===== src/rtl/frame_stream_ctrl.sv =====
// Command-driven frame streamer: line buffer pixels out to the UART sender.
// Supports decimation, optional header/checksum framing and abort.
module frame_stream_ctrl #(
   parameter int H            = 752,
   parameter int V            = 480,
   parameter int PIXEL_W      = 8,
   parameter int READ_LATENCY = 1,
   parameter int TX_GUARD     = 2
) (
   input  logic                 CLK,
   input  logic                 RST,
   input  logic [7:0]           RX_DATA,
   input  logic                 RXD_READY,
   output logic [7:0]           TX_DATA,
   output logic                 TX_DATA_READY,
   input  logic                 TX_IDLE,
   input  logic                 WHOLE_LINE_READY_FLAG,
   input  logic [PIXEL_W-1:0]   PIXEL_DATA,
   output logic [$clog2(V)-1:0] INTERESTING_LINE,
   output logic [$clog2(H)-1:0] READ_ADDRESS,
   output logic                 RESET_READY_FLAG,
   output logic                 BUSY
);

   localparam int AW = $clog2(H);
   localparam int LW = $clog2(V);
   localparam int GW = $clog2(TX_GUARD + 1);
   localparam bit TWO = (PIXEL_W > 8);

   localparam logic [2:0] S_IDLE  = 3'd0;
   localparam logic [2:0] S_HDR   = 3'd1;
   localparam logic [2:0] S_WLINE = 3'd2;
   localparam logic [2:0] S_RD    = 3'd3;
   localparam logic [2:0] S_SEND  = 3'd4;
   localparam logic [2:0] S_ADV   = 3'd5;
   localparam logic [2:0] S_CSUM  = 3'd6;
   localparam logic [2:0] S_DONE  = 3'd7;

   logic [2:0]         state_q, state_d;
   logic               rxd_q, rxd_d;
   logic               evt_q, evt_d;
   logic [3:0]         cmd_q, cmd_d;
   logic [1:0]         shift_q, shift_d;
   logic               hdr_q, hdr_d;
   logic               abort_q, abort_d;
   logic [AW-1:0]      col_q, col_d;
   logic [LW-1:0]      line_q, line_d;
   logic [1:0]         lat_q, lat_d;
   logic [PIXEL_W-1:0] pix_q, pix_d;
   logic [2:0]         bidx_q, bidx_d;
   logic [7:0]         csum_q, csum_d;
   logic [GW-1:0]      guard_q, guard_d;
   logic [7:0]         txd_q, txd_d;
   logic               txr_q, txr_d;
   logic               rrf_q, rrf_d;
   logic               busy_q, busy_d;

   logic [31:0] d_w;
   logic [31:0] cols_w;
   logic [31:0] rows_w;
   logic [31:0] col_nx;
   logic [31:0] line_nx;
   logic [15:0] pix16;
   logic        hi_first;
   logic [7:0]  pbyte;
   logic [7:0]  hbyte;
   logic        send_ok;
   logic        unused;

   assign d_w     = 32'd1 << shift_q;
   assign cols_w  = (32'(H) + d_w - 32'd1) >> shift_q;
   assign rows_w  = (32'(V) + d_w - 32'd1) >> shift_q;
   assign col_nx  = 32'(col_q) + d_w;
   assign line_nx = 32'(line_q) + d_w;

   assign pix16    = 16'(pix_q);
   assign hi_first = TWO && (bidx_q == 3'd0);
   assign pbyte    = hi_first ? pix16[15:8] : pix16[7:0];

   // a byte may start only once the guard has run out and the sender is idle
   assign send_ok = (guard_q == '0) && TX_IDLE;

   assign unused = ^{RX_DATA[6:3], cols_w[31:16], rows_w[31:16]};

   assign TX_DATA          = txd_q;
   assign TX_DATA_READY    = txr_q;
   assign INTERESTING_LINE = line_q;
   assign READ_ADDRESS     = col_q;
   assign RESET_READY_FLAG = rrf_q;
   assign BUSY             = busy_q;

   // header byte selected by position within the six-byte preamble
   always_comb begin
      hbyte = 8'hA5;
      case (bidx_q)
         3'd1:    hbyte = 8'h5A;
         3'd2:    hbyte = cols_w[15:8];
         3'd3:    hbyte = cols_w[7:0];
         3'd4:    hbyte = rows_w[15:8];
         3'd5:    hbyte = rows_w[7:0];
         default: hbyte = 8'hA5;
      endcase
   end

   // next-state logic: command capture, transfer sequencing, send pacing
   always_comb begin
      state_d = state_q;
      rxd_d   = RXD_READY;
      evt_d   = RXD_READY & ~rxd_q;
      cmd_d   = cmd_q;
      shift_d = shift_q;
      hdr_d   = hdr_q;
      abort_d = abort_q;
      col_d   = col_q;
      line_d  = line_q;
      lat_d   = lat_q;
      pix_d   = pix_q;
      bidx_d  = bidx_q;
      csum_d  = csum_q;
      guard_d = guard_q;
      txd_d   = txd_q;
      txr_d   = 1'b0;
      rrf_d   = rrf_q;
      busy_d  = busy_q;

      if (evt_d) begin
         cmd_d = {RX_DATA[7], RX_DATA[2:0]};
      end
      if (guard_q != '0) begin
         guard_d = guard_q - GW'(1);
      end
      if (evt_q && busy_q && cmd_q[3]) begin
         abort_d = 1'b1;
      end

      case (state_q)
         S_IDLE: begin
            rrf_d = 1'b1;
            if (evt_q && !cmd_q[3]) begin
               busy_d  = 1'b1;
               rrf_d   = 1'b0;
               line_d  = '0;
               col_d   = '0;
               csum_d  = '0;
               abort_d = 1'b0;
               bidx_d  = '0;
               shift_d = cmd_q[1:0];
               hdr_d   = cmd_q[2];
               state_d = cmd_q[2] ? S_HDR : S_WLINE;
            end
         end
         S_HDR: begin
            if (send_ok) begin
               if (abort_q) begin
                  state_d = S_DONE;
               end else begin
                  txd_d   = hbyte;
                  txr_d   = 1'b1;
                  guard_d = GW'(TX_GUARD);
                  if (bidx_q == 3'd5) begin
                     bidx_d  = '0;
                     state_d = S_WLINE;
                  end else begin
                     bidx_d = bidx_q + 3'd1;
                  end
               end
            end
         end
         S_WLINE: begin
            // the re-arm pulse must be seen by the line buffer before
            // its ready flag can be trusted for the new line
            rrf_d = 1'b0;
            if (abort_q) begin
               state_d = S_DONE;
            end else if (WHOLE_LINE_READY_FLAG && !rrf_q) begin
               lat_d   = '0;
               state_d = S_RD;
            end
         end
         S_RD: begin
            if (lat_q == 2'(READ_LATENCY)) begin
               pix_d   = PIXEL_DATA;
               bidx_d  = '0;
               state_d = S_SEND;
            end else begin
               lat_d = lat_q + 2'd1;
            end
         end
         S_SEND: begin
            if (send_ok) begin
               if (abort_q) begin
                  state_d = S_DONE;
               end else begin
                  txd_d   = pbyte;
                  txr_d   = 1'b1;
                  guard_d = GW'(TX_GUARD);
                  csum_d  = csum_q + pbyte;
                  if (hi_first) begin
                     bidx_d = 3'd1;
                  end else begin
                     state_d = S_ADV;
                  end
               end
            end
         end
         S_ADV: begin
            if (col_nx < 32'(H)) begin
               col_d   = AW'(col_nx);
               lat_d   = '0;
               state_d = S_RD;
            end else begin
               col_d = '0;
               if (line_nx < 32'(V)) begin
                  line_d  = LW'(line_nx);
                  rrf_d   = 1'b1;
                  state_d = S_WLINE;
               end else begin
                  state_d = hdr_q ? S_CSUM : S_DONE;
               end
            end
         end
         S_CSUM: begin
            if (send_ok) begin
               if (abort_q) begin
                  state_d = S_DONE;
               end else begin
                  txd_d   = csum_q;
                  txr_d   = 1'b1;
                  guard_d = GW'(TX_GUARD);
                  state_d = S_DONE;
               end
            end
         end
         S_DONE: begin
            // stay busy until the last byte has left the sender
            if (send_ok) begin
               busy_d  = 1'b0;
               rrf_d   = 1'b1;
               line_d  = '0;
               col_d   = '0;
               abort_d = 1'b0;
               state_d = S_IDLE;
            end
         end
         default: begin
            state_d = S_IDLE;
         end
      endcase
   end

   // state registers with asynchronous active-low reset
   always_ff @(posedge CLK or negedge RST) begin
      if (!RST) begin
         state_q <= S_IDLE;
         rxd_q   <= 1'b0;
         evt_q   <= 1'b0;
         cmd_q   <= '0;
         shift_q <= '0;
         hdr_q   <= 1'b0;
         abort_q <= 1'b0;
         col_q   <= '0;
         line_q  <= '0;
         lat_q   <= '0;
         pix_q   <= '0;
         bidx_q  <= '0;
         csum_q  <= '0;
         guard_q <= '0;
         txd_q   <= '0;
         txr_q   <= 1'b0;
         rrf_q   <= 1'b1;
         busy_q  <= 1'b0;
      end else begin
         state_q <= state_d;
         rxd_q   <= rxd_d;
         evt_q   <= evt_d;
         cmd_q   <= cmd_d;
         shift_q <= shift_d;
         hdr_q   <= hdr_d;
         abort_q <= abort_d;
         col_q   <= col_d;
         line_q  <= line_d;
         lat_q   <= lat_d;
         pix_q   <= pix_d;
         bidx_q  <= bidx_d;
         csum_q  <= csum_d;
         guard_q <= guard_d;
         txd_q   <= txd_d;
         txr_q   <= txr_d;
         rrf_q   <= rrf_d;
         busy_q  <= busy_d;
      end
   end

endmodule


===== config.mk =====
export PLATFORM = sky130hd
export DESIGN_NAME = frame_stream_ctrl
export DESIGN_NICKNAME = d
export VERILOG_FILES = /design/src/rtl/frame_stream_ctrl.sv
export SDC_FILE = /design/constraint.sdc
export NUM_CORES = 1
export LEC_CHECK = 0
export ABC_AREA = 0
export BUFFER_PORTS_ARGS = -buffer_cell sky130_fd_sc_hd__buf_2
export CAP_MARGIN = 10
export CORE_ASPECT_RATIO = 0.7
export CORE_MARGIN = 8
export CORE_UTILIZATION = 59
export CTS_CLUSTER_DIAMETER = 80
export CTS_CLUSTER_SIZE = 30
export DETAILED_ROUTE_END_ITERATION = 16
export PLACE_DENSITY = 0.81
export SETUP_SLACK_MARGIN = 0.3
export SLEW_MARGIN = 10
export SYNTH_ARGS = -nofsm -noshare
export SYNTH_HDL_FRONTEND = slang
export SYNTH_SLANG_ARGS = --single-unit
export TNS_END_PERCENT = 10

===== constraint.sdc =====
create_clock -name CLK -period 3.9 [get_ports CLK]
set_input_delay 0.195 -clock CLK [delete_from_list [all_inputs] [get_ports CLK]]
set_output_delay 0.195 -clock CLK [all_outputs]
set_load 0.05 [all_outputs]

==> out/results.txt, run 1 <==
Syn nets -> 511
First-pass GRT wire length -> 18100 um
Ys Warns -> 0
Worst reg2reg startpoint -> shift_q[0]
Dpl hpwl -> 7870 um
Seq/Total Area, Yosys -> 39.0%
Critical Path AT -> 3.61 ns
Slew HR -> 47.2%
IO Pins -> 51
Hold Crit Start -> PIXEL_DATA[0]
Vert. Die Dim -> 86.9 um
Dpl ws -> 0.369 ns
Critical path type -> flop to flop
P_leak -> 2.20 nW
Total Power -> 3.91 mW
Final setup skew -> 0.00777 ns
Reg2Reg Depth -> 10
Post-synthesis register bit count -> 66
Cell Area, Synth -> 4240 um2
WP data required -> 4.13 ns
Hold WC Path Type -> input port to flop
Buffers on Ports -> 46
H-tree levels -> 3
Worst Setup Start Kind -> flop
Status -> complete, no violations
FP Rows -> 26
Grt met1 use -> 31.4%
Fillers -> 592
Post-synth EDFFs -> 0
Wirelength per Cell -> 17.7 um
Post-layout min period -> 3.38 ns
TritonCTS Buffers -> 9
Area grow syn2layout -> 13.4%
N_diodes -> 0
Layout Nets -> 557
Core Region -> 7120 um2
Vias in the first global route -> 3752
Yosys cell types -> 65
Finish-stage setup viols -> 0
Worst slew pin tran -> 0.786 ns
Crit path capture type -> flop
Critical path origin -> shift_q[0]
Asr flop ratio synth -> 100%
Final Core Density -> 67.4%
Final hold vios -> 0
Most common cell after layout, fill and taps aside -> dfrtp_1
Met2 Use GR -> 33.1%
Vias per cell -> 6.18
Syn avg cell area -> 9.01 um2
Worst-Skew Late Latency -> 0.34 ns
Total negative slack -> 0 ns
CTS tree -> yes
Starting Density -> 59.5%
Max-slew violations -> 0
Flop2flop setup slack -> 0.52 ns
VDD IR max -> 411 uV
Pwr Density -> 814 nW/um2
Most used DFF post-synth -> dfrtp_1
CP Max Fanout -> 12
Gate count of the mapped netlist -> 470
GRT busiest layer -> met2
Met3 usage -> 6.23%
Hold EP -> pbyte[0]
Total gr overflow -> 0
Most frequent cells in the layout -> dfrtp_1, nand2_1, buf_2
Max_cap viols -> 0
DRC -> 0
R2R Path End -> INTERESTING_LINE[6]
Clk slew on worst S/H paths -> 0.08 ns
Clk root buf -> clkbuf_8
Final setup margin -> 0.519 ns
Period utilization -> 86.7%
Post-DRT Antenna Nets -> 0
Iter 0 DRT Violations -> 413
Die W -> 117 um
Die ar. -> 10200 um2
Clock Path Buffers -> 2
Pin count of the biggest net entering global routing -> 36
Worst Hold Depth -> 2
GP Congestion -> 0.884
Routed WL -> 11000 um
# clock sinks -> 66
Via count -> 3826
Total Routing Usage GR -> 22.5%
Share of cells above drive strength 1 -> 19.4%
Initial antenna violation count -> 0
RSZ-0062 raised after global routing -> no
Max Fclk -> 0.296 GHz
Pre-antenna DRT Iters -> 5
## per-stage QoR
stage | cells | cell area (um2) | hold slack, ns
2_1_floorplan | 470 | 4240 | -0.101
3_3_place_gp | 601 | 4560 | 0.292
3_5_place_dp | 601 | 4560 | 0.297
4_1_cts | 619 | 4770 | 0.0697
5_1_grt | 619 | 4800 | 0.0702
6_report | 619 | 4800 | 0.0785
## state kept, by name (all words and copies together), names as in the netlist
register / cells
hdr_q: 1
shift_q: 2
cmd_q: 4
pbyte: 8
csum_q: 8
evt_q: 1
READ_ADDRESS: 10
TX_DATA_READY: 1
BUSY: 1
guard_q: 2
RESET_READY_FLAG: 1
state_q: 3
TX_DATA: 8
rxd_q: 1
bidx_q: 3
INTERESTING_LINE: 9
lat_q: 2
abort_q: 1
## synth_stat cells, types with 3 or more instances
master | number | area share (%)
a211o_1 | 5 | 1.0
a21o_1 | 10 | 1.8
a21oi_1 | 24 | 2.8
a22o_1 | 8 | 1.7
a31oi_1 | 3 | 0.44
and2_1 | 4 | 0.59
buf_1 | 3 | 0.27
buf_2 | 3 | 0.35
clkbuf_1 | 15 | 1.3
dfrtp_1 | 65 | 38
ha_1 | 19 | 5.6
inv_1 | 22 | 1.9
mux2_2 | 17 | 4.5
mux2i_1 | 12 | 2.8
nand2_1 | 57 | 5.1
nand2b_1 | 4 | 0.59
nand3_1 | 10 | 1.2
nor2_1 | 31 | 2.7
nor2b_1 | 7 | 1.0
nor3_1 | 11 | 1.3
nor4_1 | 3 | 0.44
o211ai_1 | 3 | 0.53
o21ai_0 | 44 | 5.2
o21bai_1 | 3 | 0.53
o22a_1 | 3 | 0.62
o22ai_1 | 10 | 1.5
o311ai_0 | 3 | 0.62
o31ai_1 | 7 | 1.2
o32a_1 | 3 | 0.71
o41ai_1 | 4 | 0.83
or3_1 | 8 | 1.2
xnor2_1 | 7 | 1.4
xor2_1 | 5 | 1.0
## where the power goes
part           switching [mW]  internal, mW
Sequential              0.287         0.915
Combinational            1.36         0.783
Clock                   0.269         0.294
## kinds of logic after synthesis
logic type | after synthesis | synth area share (%)
compound gates | 151 | 24.5
mux | 29 | 7.35
xor+xnor | 12 | 2.48
flops | 66 | 39.0
fa+ha+maj | 20 | 6.08
buf+inv | 45 | 4.25
simple gates | 147 | 16.3
## how the worst max path moves through the flow
| stage | slack [ns] | to | cells past startpoint |
|---|---|---|---|
| final | 0.52 | INTERESTING_LINE[6] | 10 |
| after global routing | 0.32 | INTERESTING_LINE[6] | 10 |
| after CTS | 0.35 | INTERESTING_LINE[5] | 10 |
| after detailed placement | 0.37 | INTERESTING_LINE[5] | 10 |
| after global placement | 0.59 | INTERESTING_LINE[8] | 10 |
| after floorplan | 0.66 | INTERESTING_LINE[8] | 12 |
## critical path, cell delays in order, from the launching register on
cell and delay (ns):
dfrtp_1 0.48, and2_1 0.26, ha_1 0.35, inv_1 0.08, a211oi_4 0.25, a21oi_2 0.13
or3_1 0.34, a221oi_2 0.38, o22ai_2 0.18, or3_1 0.52, o41ai_1 0.30
## cell type report
class / instances / area (um2) / share of cell area (%)
clock buffer: 11 / 131 / 2.74
clock inverter: 5 / 55.1 / 1.15
inverter: 23 / 86.3 / 1.80
multi-input combinational: 359 / 2440 / 50.7
sequential: 66 / 1650 / 34.4
tap: 98 / 123 / 2.55
timing repair buffer: 57 / 318 / 6.62
## metal layers
layer | part of all wire (%) | wire length (um)
met4 | 1.4 | 153
met5 | 0 | 0
met3 | 10 | 1110
met1 | 44 | 4860
met2 | 44 | 4840
## what timing repair did
item,in CTS,in global routing
endpoints found under the hold margin,31,0
hold buffers,2,0
setup endpoints to repair,0,9
resized for setup,0,6
buffers inserted,0,0
Power figures use the tool's default switching activity.
==> run 2: changes to the inputs <==
--- a/config.mk
+++ b/config.mk
@@ -5,7 +5,7 @@
 export SDC_FILE = /design/constraint.sdc
 export NUM_CORES = 1
 export LEC_CHECK = 0
-export ABC_AREA = 0
+export ABC_AREA = 1
 export BUFFER_PORTS_ARGS = -buffer_cell sky130_fd_sc_hd__buf_2
 export CAP_MARGIN = 10
 export CORE_ASPECT_RATIO = 0.7
==> run 2 against run 1 <==
Net effect:
- setup slack better by 0.14 ns
- final cell count up 20%
- the flow now finishes with violations (hold timing)
- largest power group unchanged
- die area up 1.3%
- critical path type unchanged
- largest cell class unchanged
- register-to-register slack better by 0.14 ns
==> out/results.txt, run 2 <==
Syn nets -> 626
Hold WC Path Type -> input port to asynchronous set/reset pin
Critical path type -> flop to flop
Max-slew violations -> 0
N_diodes -> 0
Worst Setup Start Kind -> flop
Final setup skew -> 0.0110 ns
Most frequent cells in the layout -> nand2_1, inv_1, dfrtp_1
H-tree levels -> 3
WP data required -> 4.14 ns
Period utilization -> 83.0%
Area grow syn2layout -> 12.5%
Core Region -> 7190 um2
Crit path capture -> INTERESTING_LINE[3]
Dpl hpwl -> 8060 um
Total gr overflow -> 0
Most used DFF post-synth -> dfrtp_1
Vias per cell -> 5.53
Seq/Total Area, Yosys -> 38.4%
Post-synth EDFFs -> 0
Cell Area, Synth -> 4300 um2
Wirelength per Cell -> 14.3 um
Slew HR -> 37.6%
Syn avg cell area -> 7.36 um2
Dpl ws -> 0.765 ns
Status -> finished with violations
CTS tree -> yes
Most common cell after layout, fill and taps aside -> nand2_1
Critical path origin -> shift_q[1]
Vert. Die Dim -> 87.5 um
Fillers -> 626
Asr flop ratio synth -> 100%
Total negative slack -> 0 ns
Gate count of the mapped netlist -> 585
Final Core Density -> 67.3%
# clock sinks -> 66
Max reg flops -> 10
FP Rows -> 26
Most common cell in the netlist -> nand2_1
Ys Warns -> 0
Hold Slack -> -0.0165 ns
TritonCTS Buffers -> 9
Vias in the first global route -> 3853
Pre-antenna DRT Iters -> 5
Final hold vios -> 31
Layout Nets -> 682
Critical Path AT -> 3.48 ns
P_leak -> 2.54 nW
Share of cells above drive strength 1 -> 16.7%
Failing checks -> hold timing
Worst slew pin tran -> 0.935 ns
Top post-synthesis cells by area -> dfrtp_1, nand2_1, inv_1, ha_1, nand3_1
Routed WL -> 10600 um
Synth cell count leaders -> nand2_1, inv_1, dfrtp_1, nor2_1, nand3_1
Finish-stage setup viols -> 0
Pwr Density -> 673 nW/um2
Clk slew on worst S/H paths -> 0.07 ns
Iter 0 DRT Violations -> 330
Clk root buf -> clkbuf_8
Final setup margin -> 0.661 ns
Buffers on Ports -> 46
Max_cap viols -> 0
IO Pins -> 51
DRC -> 0
Pin count of the biggest net entering global routing -> 42
R2R Path End -> INTERESTING_LINE[3]
Worst-Skew Late Latency -> 0.35 ns
Design area -> 4840 um2
Clock Path Buffers -> 2
VDD IR max -> 360 uV
RSZ-0062 raised after global routing -> no
Die W -> 118 um
Via count -> 4114
Post-DRT Antenna Nets -> 0
Max Fclk -> 0.309 GHz
Post-layout min period -> 3.24 ns
Post-cts resize count -> 0
CP Max Fanout -> 17
Starting Density -> 59.9%
Crit path capture type -> flop
Post-synth top area share -> 37.8%
First-pass GRT wire length -> 18200 um
Initial antenna violation count -> 0
Yosys cell types -> 41
Total Routing Usage GR -> 21.6%
Cell Area, Placed -> 4630 um2
Cell taking the most area after synthesis -> dfrtp_1
Post-synthesis register bit count -> 66
Worst reg2reg startpoint -> shift_q[1]
Flop2flop setup slack -> 0.66 ns
Die ar. -> 10300 um2
Reg2Reg Depth -> 15
GP Congestion -> 0.961
[run 2: changes by cell type after synthesis, sizes merged, moves of 12 or more]
cell    delta
clkbuf    -13
inv       +70
mux2i     -12
nand2    +116
nand3     +30
nand4     +16
nor2      +19
[run 2: area by class of cell]
| cell class | instances | area (um2) | area share [%] |
|---|---|---|---|
| Clock inverter | 5 | 55.1 | 1.14 |
| Tap cell | 98 | 123 | 2.53 |
| Timing Repair Buffer | 52 | 278 | 5.74 |
| Inverter | 95 | 362 | 7.47 |
| Multi-Input combinational cell | 417 | 2230 | 46.0 |
| Sequential cell | 66 | 1650 | 34.2 |
| Clock buffer | 11 | 141 | 2.92 |
[run 2: repair_timing]
action / CTS / global route
hold buffers: 1 / 0
endpoints found under the hold margin: 1 / 0
setup buffers: 0 / 0
[run 2: cell families (layout without fill, tap and decap cells)]
kind of cell	Yosys count	after routing	synth area share, %
buffers and inverters	102	163	9.80
adder cells (fa/ha/maj)	20	20	5.99
XOR/XNOR	7	7	1.42
multiplexers	9	9	2.36
AO/OA/AOI/OAI	91	91	12.1
AND/OR/NAND/NOR	290	290	29.9
flip-flops	66	66	38.4
[run 2: worst min path at each step]
stage | start | end | cells after the start
3_3_place_gp | RXD_READY | rxd_q | 1
3_5_place_dp | RXD_READY | rxd_q | 1
4_1_cts | RST | INTERESTING_LINE[8] | 1
2_1_floorplan | RST | BUSY | 0
5_1_grt | RST | INTERESTING_LINE[8] | 1
6_report | RST | INTERESTING_LINE[8] | 1
[run 2: per-layer routing]
| layer | up-vias | routed length, um | global-route usage (%) |
|---|---|---|---|
| li1 | 2028 | - | - |
| met1 | 1904 | 5030 | 28.7 |
| met2 | 159 | 4590 | 33.3 |
| met3 | 23 | 808 | 5.51 |
| met4 | 0 | 212 | 8.45 |
| met5 | - | 0 | 0 |
[run 2: report_power, final]
group | internal (mW) | switching (mW)
clock network | 0.311 | 0.279
registers | 0.881 | 0.181
logic | 0.485 | 1.12
total | 1.68 | 1.58
[run 2: critical path, stage by stage, from the launching register on]
cell and delay (ns):
dfrtp_1 0.68, nand2_1 0.19, inv_1 0.20, ha_1 0.34, nand2_1 0.11, inv_1 0.08
a21oi_1 0.18, nand2_1 0.09, nand2_1 0.08, nand3_1 0.08, nor2_1 0.14, nand2_1 0.10
nand3_2 0.35, nand3_2 0.30, nand2_1 0.13, nand2_1 0.06
[run 2: stage by stage]
stage | hold slack [ns] | instances | power (mW)
final | -0.0165 | 744 | 3.26
after global routing | 0.0494 | 744 | 3.51
after CTS | 0.00621 | 744 | 3.26
after detailed placement | 0.322 | 727 | 2.65
after global placement | 0.319 | 727 | 2.60
after floorplan | -0.101 | 585 | 2.25
